<file path="src/rtl/ex_alu_muldiv.sv">
// Execute-stage ALU with operand forwarding and an iterative multiply/divide unit.
// Single-cycle ops complete the next cycle; M-ops take one cycle per bit and stall via busy.
module ex_alu_muldiv #(
  parameter int unsigned XLEN = 32,
  parameter int unsigned SHW  = $clog2(XLEN)
) (
  input  logic            clk,
  input  logic            rst,
  input  logic            in_valid,
  input  logic [5:0]      alu_control,
  input  logic [XLEN-1:0] read_data1_in,
  input  logic [XLEN-1:0] read_data2_in,
  input  logic [XLEN-1:0] ex_mem_alu_result_in,
  input  logic [XLEN-1:0] mem_wb_result_in,
  input  logic [1:0]      forwardA,
  input  logic [1:0]      forwardB,
  input  logic [XLEN-1:0] imm_val_r,
  input  logic [SHW-1:0]  shamt,
  input  logic            alu_src,
  input  logic            flush,
  output logic [XLEN-1:0] result,
  output logic            result_valid,
  output logic            busy
);

  localparam int unsigned CW = $clog2(XLEN);

  localparam logic [5:0] OP_ADD   = 6'b000001;
  localparam logic [5:0] OP_SUB   = 6'b000010;
  localparam logic [5:0] OP_AND   = 6'b000011;
  localparam logic [5:0] OP_OR    = 6'b000100;
  localparam logic [5:0] OP_XOR   = 6'b000101;
  localparam logic [5:0] OP_SLL   = 6'b000110;
  localparam logic [5:0] OP_SRL   = 6'b000111;
  localparam logic [5:0] OP_SRA   = 6'b001000;
  localparam logic [5:0] OP_SLT   = 6'b001001;
  localparam logic [5:0] OP_SLTU  = 6'b001010;
  localparam logic [5:0] OP_ADDI  = 6'b001011;
  localparam logic [5:0] OP_BEQ   = 6'b011100;
  localparam logic [5:0] OP_BNE   = 6'b011101;
  localparam logic [5:0] OP_MUL   = 6'b100000;
  localparam logic [5:0] OP_MULH  = 6'b100001;
  localparam logic [5:0] OP_MULHU = 6'b100010;
  localparam logic [5:0] OP_DIV   = 6'b100100;
  localparam logic [5:0] OP_DIVU  = 6'b100101;
  localparam logic [5:0] OP_REM   = 6'b100110;
  localparam logic [5:0] OP_REMU  = 6'b100111;

  typedef enum logic [1:0] {S_IDLE, S_MUL, S_DIV} state_e;

  state_e            state_q, state_d;
  logic [CW-1:0]     cnt_q, cnt_d;
  logic [XLEN-1:0]   hi_q, hi_d, lo_q, lo_d, m_q, m_d, a_q, a_d;
  logic [XLEN-1:0]   result_q, result_d;
  logic [5:0]        op_q, op_d;
  logic              neg_q, neg_d, neg_a_q, neg_a_d, bz_q, bz_d;
  logic              result_valid_q, result_valid_d, busy_q, busy_d;

  logic [XLEN-1:0]   op_a, op_b, op_b_fwd, alu_res, mag_a, mag_b, mop_res;
  logic [SHW-1:0]    sh_amt;
  logic              mop_mul, mop_div, mop_sgn, sa, sb;

  logic [XLEN:0]     mul_sum, div_rs, div_diff;
  logic              div_ge;
  logic [XLEN-1:0]   hi_n, lo_n, q_fix, r_fix;
  logic [2*XLEN-1:0] prod, prod_fix;

  // Forwarding muxes
  always_comb begin
    unique case (forwardA)
      2'b10:   op_a = ex_mem_alu_result_in;
      2'b01:   op_a = mem_wb_result_in;
      default: op_a = read_data1_in;
    endcase
    unique case (forwardB)
      2'b10:   op_b_fwd = ex_mem_alu_result_in;
      2'b01:   op_b_fwd = mem_wb_result_in;
      default: op_b_fwd = read_data2_in;
    endcase
    op_b = alu_src ? imm_val_r : op_b_fwd;
  end

  assign sh_amt = alu_src ? shamt : op_b[SHW-1:0];

  always_comb begin
    unique case (alu_control)
      OP_ADD, OP_ADDI: alu_res = op_a + op_b;
      OP_SUB:          alu_res = op_a - op_b;
      OP_AND:          alu_res = op_a & op_b;
      OP_OR:           alu_res = op_a | op_b;
      OP_XOR:          alu_res = op_a ^ op_b;
      OP_SLL:          alu_res = op_a << sh_amt;
      OP_SRL:          alu_res = op_a >> sh_amt;
      OP_SRA:          alu_res = $unsigned($signed(op_a) >>> sh_amt);
      OP_SLT:          alu_res = XLEN'($signed(op_a) < $signed(op_b));
      OP_SLTU:         alu_res = XLEN'(op_a < op_b);
      OP_BEQ:          alu_res = XLEN'(op_a == op_b);
      OP_BNE:          alu_res = XLEN'(op_a != op_b);
      default:         alu_res = '0;
    endcase
  end

  // M-op decode and operand magnitudes for the iterative unit
  always_comb begin
    mop_mul = 1'b0;
    mop_div = 1'b0;
    mop_sgn = 1'b0;
    case (alu_control)
      OP_MUL, OP_MULH:  begin mop_mul = 1'b1; mop_sgn = 1'b1; end
      OP_MULHU:         mop_mul = 1'b1;
      OP_DIV, OP_REM:   begin mop_div = 1'b1; mop_sgn = 1'b1; end
      OP_DIVU, OP_REMU: mop_div = 1'b1;
      default: ;
    endcase
    sa    = mop_sgn & op_a[XLEN-1];
    sb    = mop_sgn & op_b[XLEN-1];
    mag_a = sa ? -op_a : op_a;
    mag_b = sb ? -op_b : op_b;
  end

  // One shift-add or restoring-divide step, plus sign fix-up of the final step
  always_comb begin
    mul_sum  = {1'b0, hi_q} + (lo_q[0] ? {1'b0, m_q} : '0);
    div_rs   = {hi_q, lo_q[XLEN-1]};
    div_ge   = div_rs >= {1'b0, m_q};
    div_diff = div_rs - {1'b0, m_q};
    if (state_q == S_MUL) begin
      hi_n = mul_sum[XLEN:1];
      lo_n = {mul_sum[0], lo_q[XLEN-1:1]};
    end else begin
      hi_n = div_ge ? div_diff[XLEN-1:0] : div_rs[XLEN-1:0];
      lo_n = {lo_q[XLEN-2:0], div_ge};
    end
    prod     = {hi_n, lo_n};
    prod_fix = neg_q ? -prod : prod;
    q_fix    = bz_q ? '1 : (neg_q ? -lo_n : lo_n);
    r_fix    = bz_q ? a_q : (neg_a_q ? -hi_n : hi_n);
    unique case (op_q)
      OP_MUL:            mop_res = prod_fix[XLEN-1:0];
      OP_MULH, OP_MULHU: mop_res = prod_fix[2*XLEN-1:XLEN];
      OP_DIV, OP_DIVU:   mop_res = q_fix;
      OP_REM, OP_REMU:   mop_res = r_fix;
      default:           mop_res = '0;
    endcase
  end

  // Next-state logic
  always_comb begin
    state_d        = state_q;
    cnt_d          = cnt_q;
    hi_d           = hi_q;
    lo_d           = lo_q;
    m_d            = m_q;
    a_d            = a_q;
    op_d           = op_q;
    neg_d          = neg_q;
    neg_a_d        = neg_a_q;
    bz_d           = bz_q;
    result_d       = result_q;
    result_valid_d = 1'b0;
    busy_d         = busy_q;
    if (flush) begin
      state_d = S_IDLE;
      busy_d  = 1'b0;
      cnt_d   = '0;
    end else begin
      unique case (state_q)
        S_IDLE: begin
          if (in_valid) begin
            if (mop_mul || mop_div) begin
              state_d = mop_mul ? S_MUL : S_DIV;
              busy_d  = 1'b1;
              cnt_d   = '0;
              op_d    = alu_control;
              a_d     = op_a;
              hi_d    = '0;
              lo_d    = mop_mul ? mag_b : mag_a;
              m_d     = mop_mul ? mag_a : mag_b;
              neg_d   = sa ^ sb;
              neg_a_d = sa;
              bz_d    = (op_b == '0);
            end else begin
              result_d       = alu_res;
              result_valid_d = 1'b1;
            end
          end
        end
        default: begin
          hi_d  = hi_n;
          lo_d  = lo_n;
          cnt_d = cnt_q + CW'(1);
          if (cnt_q == CW'(XLEN-1)) begin
            state_d        = S_IDLE;
            busy_d         = 1'b0;
            cnt_d          = '0;
            result_d       = mop_res;
            result_valid_d = 1'b1;
          end
        end
      endcase
    end
  end

  always_ff @(posedge clk or posedge rst) begin
    if (rst) begin
      state_q        <= S_IDLE;
      cnt_q          <= '0;
      hi_q           <= '0;
      lo_q           <= '0;
      m_q            <= '0;
      a_q            <= '0;
      op_q           <= '0;
      neg_q          <= 1'b0;
      neg_a_q        <= 1'b0;
      bz_q           <= 1'b0;
      result_q       <= '0;
      result_valid_q <= 1'b0;
      busy_q         <= 1'b0;
    end else begin
      state_q        <= state_d;
      cnt_q          <= cnt_d;
      hi_q           <= hi_d;
      lo_q           <= lo_d;
      m_q            <= m_d;
      a_q            <= a_d;
      op_q           <= op_d;
      neg_q          <= neg_d;
      neg_a_q        <= neg_a_d;
      bz_q           <= bz_d;
      result_q       <= result_d;
      result_valid_q <= result_valid_d;
      busy_q         <= busy_d;
    end
  end

  assign result       = result_q;
  assign result_valid = result_valid_q;
  assign busy         = busy_q;

endmodule

</file>
<file path="config.mk">
export PLATFORM = sky130hd
export DESIGN_NAME = ex_alu_muldiv
export DESIGN_NICKNAME = d
export VERILOG_FILES = /design/src/rtl/ex_alu_muldiv.sv
export SDC_FILE = /design/constraint.sdc
export NUM_CORES = 2
export LEC_CHECK = 0
export BUFFER_PORTS_ARGS = -buffer_cell sky130_fd_sc_hd__buf_2
export CORE_ASPECT_RATIO = 1.5
export CORE_MARGIN = 4
export CORE_UTILIZATION = 38
export DETAILED_ROUTE_END_ITERATION = 10
export GPL_TIMING_DRIVEN = 0
export HOLD_SLACK_MARGIN = 0.03
export MAX_ROUTING_LAYER = met4
export PLACE_DENSITY = 0.53
export SYNTH_ARGS = -nofsm -noshare
export SYNTH_HDL_FRONTEND = slang
export SYNTH_SLANG_ARGS = --single-unit
</file>
<file path="constraint.sdc">
create_clock -name clk -period 5.9 [get_ports clk]
set_input_delay 0.59 -clock clk [delete_from_list [all_inputs] [get_ports clk]]
set_output_delay 0.59 -clock clk [all_outputs]
set_load 0.01 [all_outputs]
</file>
# --- Word level (Yosys, flattened, before mapping) ---
# Cells that the tools add are included.
# W data, S select, Z words.
word_totals:
  reg_bits: 178
  latch_bits: 0
  ramBits: 0
  romBits: 0
  output_inout_bits: 34
  wordCells: 146
  mem_count: 0
op_classes:
  add_sub_neg: 10
  mul: 0
  div_mod_pow: 0
  magnitude_cmp: 3
  n_eq_ne: 40
  shift: 3
  n_mux: 53
  bitwise_logic: 7
  reduce_logical: 17
op_table:
  columns: ["cell", "count"]
  rows:
  - ["$mux W32", 23]
  - ["$pmux W32 S12", 1]
  - ["$neg A32 Y32", 4]
  - ["$pmux W32 S2", 2]
  - ["$pmux W32 S4", 1]
  - ["$eq A6 B6 Y1 const B", 14]
  - ["$lt A32 B32 Y1", 2]
  - ["$mux W64", 1]
  - ["$neg A64 Y64", 1]
  - ["$sub A32 B32 Y32", 2]
  - ["$add A32 B32 Y33", 1]
  - ["$ge A33 B32 Y1", 1]
  - ["$add A32 B32 Y32", 1]
  - ["$and A32 B32 Y32", 1]
  - ["$eq A32 B32 Y1", 1]
  - ["$logic_not A32 Y1", 1]
  - ["$ne A32 B32 Y1", 1]
  - ["$or A32 B32 Y32", 1]
  - ["$shl A32 B5 Y32", 1]
  - ["$shr A32 B5 Y32", 1]
  - ["$sshr A32 B5 Y32", 1]
  - ["$xor A32 B32 Y32", 1]
  - ["$mux W5", 6]
  - ["$eq A6 B3 Y1 const B", 4]
  - ["other kinds (25)", 60]

# --- Logic depth before layout (Yosys ltp) ---
depth:
  ltp_word: 9
  depth_mapped: 25
  depth_no_buf: 23

# --- Worst setup path after synthesis ---
# No wires, ideal clock.
synth_path:
  kind: "input to register"
  from: "input port alu_src"
  to: "register result_q[30], in the netlist result[30]"
  arrival_time_ps: 5473
  setup_slack_ps: 292
  path_stages: 24
  n_path_buf: 6
  path_cell_list: "clkbuf_1 clkbuf_1 clkbuf_1 clkbuf_1 buf_1 clkbuf_1 nor2_1 a21oi_1 inv_1 ha_1 fa_1 nor2b_1 o21a_1 o21ai_0 a41oi_1 a211o_1 a31o_2 a31oi_1 o31ai_1 nor3_1 a31oi_1 o21ai_0 a222oi_1 nand3_1"
synth_between:
  elab_chain_cells: 7
synth_lines:
  columns: ["element", "line_no", "text"]
  rows:
  - ["start: declaration", "19", "input logic alu_src,"]
  - ["branches (longest 3 deep; another with $sub A32 B32 Y32)", null, null]
  - ["$pmux W32 S12 (*)", "86", "unique case (alu_control)"]
  - ["$mux W32 (*)", "170", "if (mop_mul || mop_div) begin"]
  - ["$mux W32 (*)", "169", "if (in_valid) begin"]
  - ["$mux W32 (*)", "167", "unique case (state_q)"]
  - ["end signal: assignment", "230", "result_q <= result_d;"]
  - ["end: declaration", "54", "logic [XLEN-1:0] result_q, result_d;"]
# Mark *: on every way between the ends. The select of a mux whose other input is x is not followed.
# A chain may end at the register's enable or synchronous reset.

# --- Worst setup path after layout ---
layout_path:
  from: "input port forwardA[1]"
  to: "register result_q[28], in the netlist result[28]"
layout_between:
  elab_chain_cells: 7
layout_lines:
  columns: ["element", "line_no", "text"]
  rows:
  - ["start: declaration", "15", "input logic [1:0] forwardA,"]
  - ["$eq A2 B1 Y1 or $eq A2 B2 Y1 (tied branches)", "70", "unique case (forwardA)"]
  - ["$pmux W32 S2 (*)", "70", null]
  - ["net op_a[23]", "59", "logic [XLEN-1:0] op_a, op_b, op_b_fwd, alu_res, mag_a, mag_b, mop_res;"]
  - ["$sub A32 B32 Y32, or another cell as far along", "88", "OP_SUB: alu_res = op_a - op_b;"]
  - ["$pmux W32 S12 (*)", "86", null]
  - ["$mux W32 (*)", "170", null]
  - ["$mux W32 (*)", "169", null]
  - ["$mux W32 (*)", "167", null]
# Mark *: on every way through the listed nets, which the timed path passes. The rest lies on a longest branch. The select of a mux whose other input is x is not followed.

==> impl_metrics.py <==
metrics = {
    "clock_tree": {
        "hold_buffers": 0,
        "cts_tree": "done",
        "cts_root_buf": "clkbuf_16",
        "cts_buffers": 25,
        "insertion_delay_ns": 0.54,
        "path_clk_slew_ns": 0.07,
        "clock-sinks": 178,
        "clk_path_buf_depth": 3,
        "cts_max_level": 4,
    },
    "floorplanning": {
        "io_pins": 214,
        "dieArea_sq_um": 76100,
        "die_h_um": 336,
        "core_area_sq_um": 70600,
        "num_rows": 119,
        "start_util": 0.386,
        "die_w_um": 227,
    },
    "logic_synthesis": {
        "avgSynthCellArea_sq_um": 6.86,
        "syn_nets": 4320,
        "synth.area.top_cells": "dfrtp_1, ha_1, a21oi_1",
        "synthAdderAreaFrac": 0.0806,
        "synth_edf_count": 0,
        "synth_top_area_frac": 0.164,
        "synth_top_area_cell": "dfrtp_1",
        "ys_async_sr_fraction": 1.00,
        "synth_top_family_by_area": "compound AO/OA/AOI/OAI gates",
        "yosysUniqueCellTypes": 96,
        "synth_common_cells": "nand2_1, nor2_1, a21oi_1, o21ai_0, clkbuf_1",
        "yosysMostFrequentCell": "nand2_1",
        "muxShareOfSynthArea": 0.0469,
        "yosys_warnings": 0,
        "synth-compound-area-share": 0.360,
        "yosysSeqAreaShare": 0.164,
        "ys_ff_latch": 178,
        "postSynthCellCount": 3967,
        "synth_xor_xnor_area_share": 0.0579,
        "netlist_area_sq_um": 27200,
        "synth_ff_type": "dfrtp_1",
        "synthSimpleGateAreaFrac": 0.225,
    },
    "power": {
        "pwr-share-comb": 0.594,
        "netSwitchingFraction": 0.531,
        "intPower_mw": 3.46,
        "power_density_nw_per_um2": 234,
        "p_leak_nw": 13.4,
        "seqPwrFrac": 0.218,
        "ir_drop_mv": 0.157,
        "pwr-share-clk": 0.188,
        "p_switching_mw": 3.91,
    },
    "timing": {
        "hold_violations": 0,
        "tightest_slew_ns": 1.64,
        "slew_violations": 16,
        "max-slew-margin-rel": -0.100,
        "min_period_ns": 6.14,
        "worst_clock_skew_ns": 0.0208,
        "setup_slack_ns": -0.242,
        "setup_tns_ns": -0.540,
        "period_share": 1.04,
        "fmax_ghz": 0.163,
        "rsz0062_at_grt": "true",
        "setup_viol": 8,
    },
    "route": {
        "num_vias": 35678,
        "drt_iter0_drc": 4053,
        "drc": 0,
        "vias_per_cell": 6.92,
        "ant_nets": 0,
        "first_pass_iters": 7,
        "wl_um": 190000,
        "wl_per_cell_um": 36.8,
    },
    "placement": {
        "io_buffers": 209,
        "dp_slack_ns": -2.93,
        "place_area_sq_um": 29600,
        "place.gp.congestion": 1.16,
        "dpl.hpwl_um": 154000,
    },
    "status": {
        "violations": "capacitance limit, slew limit, setup timing",
        "outcome": "finished, violations left",
    },
    "layout": {
        "final_util": 0.445,
        "register_area_sq_um": 4460,
        "stdcell_area_sq_um": 31400,
        "multi_input_area_sq_um": 21900,
        "nFillCells": 7856,
        "area_growth_pct": 15.5,
        "drive_gt1_frac": 0.129,
        "layout.nets": 4578,
    },
    "setup_path": {
        "slowest_stage": "o21ai_1",
        "crit_chain": "buf_2 -> inv_1 -> ha_1 -> clkbuf_1 -> a22oi_1 -> o21ai_1 -> ha_1 -> a21o_1 -> a311oi_1 -> o211ai_1 -> nor3b_2 -> o41ai_2 -> a21oi_1 -> nand2b_1 -> nand2b_1 -> a32oi_1 -> nor2_1 -> a2111oi_2 -> o21ai_0",
        "startpoint_type": "input pin",
        "cp.arrival_ns": 6.54,
        "max_stage_delay_ns": 1.20,
        "crit_type": "input pin to flop",
        "end_kind": "flop",
        "worstPathMaxFanout": 10,
        "required_ns": 6.30,
    },
    "grt": {
        "grt_pass1_wl_um": 264000,
        "grt_max_degree": 106,
        "gr-total-overflow": 0,
        "track_usage": 0.499,
        "grt_pass1_vias": 35315,
        "antenna_found_initial": 20,
    },
    "flow_run": {
        "maxCapViolations": 5,
    },
    "hold_path": {
        "hold_class": "input pin to asynchronous set/reset pin",
    },
}
-- worst max-delay path: cells and delay by family --
kind,cells,cell delay [ns]
AO/OA/AOI/OAI,10,3.59
adder cells (fa/ha/maj),2,0.77
buffers and inverters,3,0.70
AND/OR/NAND/NOR,4,0.85
-- power groups by stage --
stage | sequential, mW | clock (mW) | combinational [mW]
5_1_grt | 1.62 | 1.42 | 4.52
3_3_place_gp | 1.61 | 0 | 3.95
6_report | 1.61 | 1.38 | 4.38
3_5_place_dp | 1.61 | 0 | 3.96
4_1_cts | 1.59 | 1.38 | 4.06
2_1_floorplan | 1.55 | 0 | 2.37
-- metal layers --
metal / GRT usage / part of all wire
met4: 0.557 / 0.15
met2: 0.802 / 0.47
met5: - / 0
met3: 0.120 / 0.074
met1: 0.455 / 0.31
-- cells in the final DEF, fill, tap and decap left out, drive strengths merged, types with 33 or more instances in the layout --
cell	Yosys	routed
nand3	82	82
ha	169	169
a31oi	60	60
clkbuf	261	278
nor2b	39	39
nand2	460	460
a221oi	63	63
a211oi	90	90
o21ai	400	400
and2	55	55
a221o	33	33
xnor2	130	130
a21oi	383	383
or3	35	35
a22oi	45	45
mux2i	105	105
o221ai	34	34
and3	35	35
nor3	101	101
o211ai	49	49
buf	45	288
dfrtp	178	178
o21a	36	36
inv	148	147
a21o	52	52
xor2	50	50
nor2	390	390
o31ai	52	52
-- cell type report --
| type | instances | area share |
|---|---|---|
| inverters | 159 | 0.0195 |
| well taps | 907 | 0.0361 |
| clock inverters | 2 | 0.000318 |
| diodes | 21 | 0.00167 |
| repair buffers | 245 | 0.0442 |
| multi-input cells | 3324 | 0.695 |
| plain buffers | 292 | 0.0394 |
| flip-flops and latches | 178 | 0.142 |
| clock buffers | 30 | 0.0215 |
-- logic make-up (layout without fill, tap and decap cells) --
group           count (synthesis)  after routing
simple gates                 1338           1338
xor+xnor                      180            180
other cells                     0             21
fa+ha+maj                     173            173
buf+inv                       465            728
flops                         178            178
compound gates               1510           1510
mux                           123            123
-- state kept, by name, summed over array words and instances, names as in the netlist --
name and cells:
lo_q 32, neg_q 1, bz_q 1, busy 1, state_q 2, cnt_q 5, result 32, result_valid 1
m_q 32, hi_q 32, a_q 32, op_q 6, neg_a_q 1
-- per-stage QoR --
stage,std cells,hold slack (ns),power (mW)
floorplan,3967,0.441,3.93
global placement,5083,0.463,5.56
detailed placement,5097,0.472,5.58
CTS,5127,0.136,7.03
global route,5154,0.175,7.57
finish,5158,0.115,7.37
-- repair_timing --
item,4_1_cts,5_1_grt
endpoints found under the setup margin,60,37
gates resized for setup,158,121
pin swaps,11,18
buffers inserted,6,15
-- path summary, 6_finish.rpt --
path	slack, ns	endpoint	startpoint	cells past startpoint
max	-0.24	result[28]	forwardA[1]	19
min in group clk	0.49	op_q[4]	op_q[4]	1
max reg2reg	-0.03	result[3]	state_q[1]	15
min reg2reg	0.49	op_q[4]	op_q[4]	1
max in group asynchronous	4.76	result[31]	rst	3
min	0.11	m_q[4]	rst	2
Power figures use the tool's default switching activity.
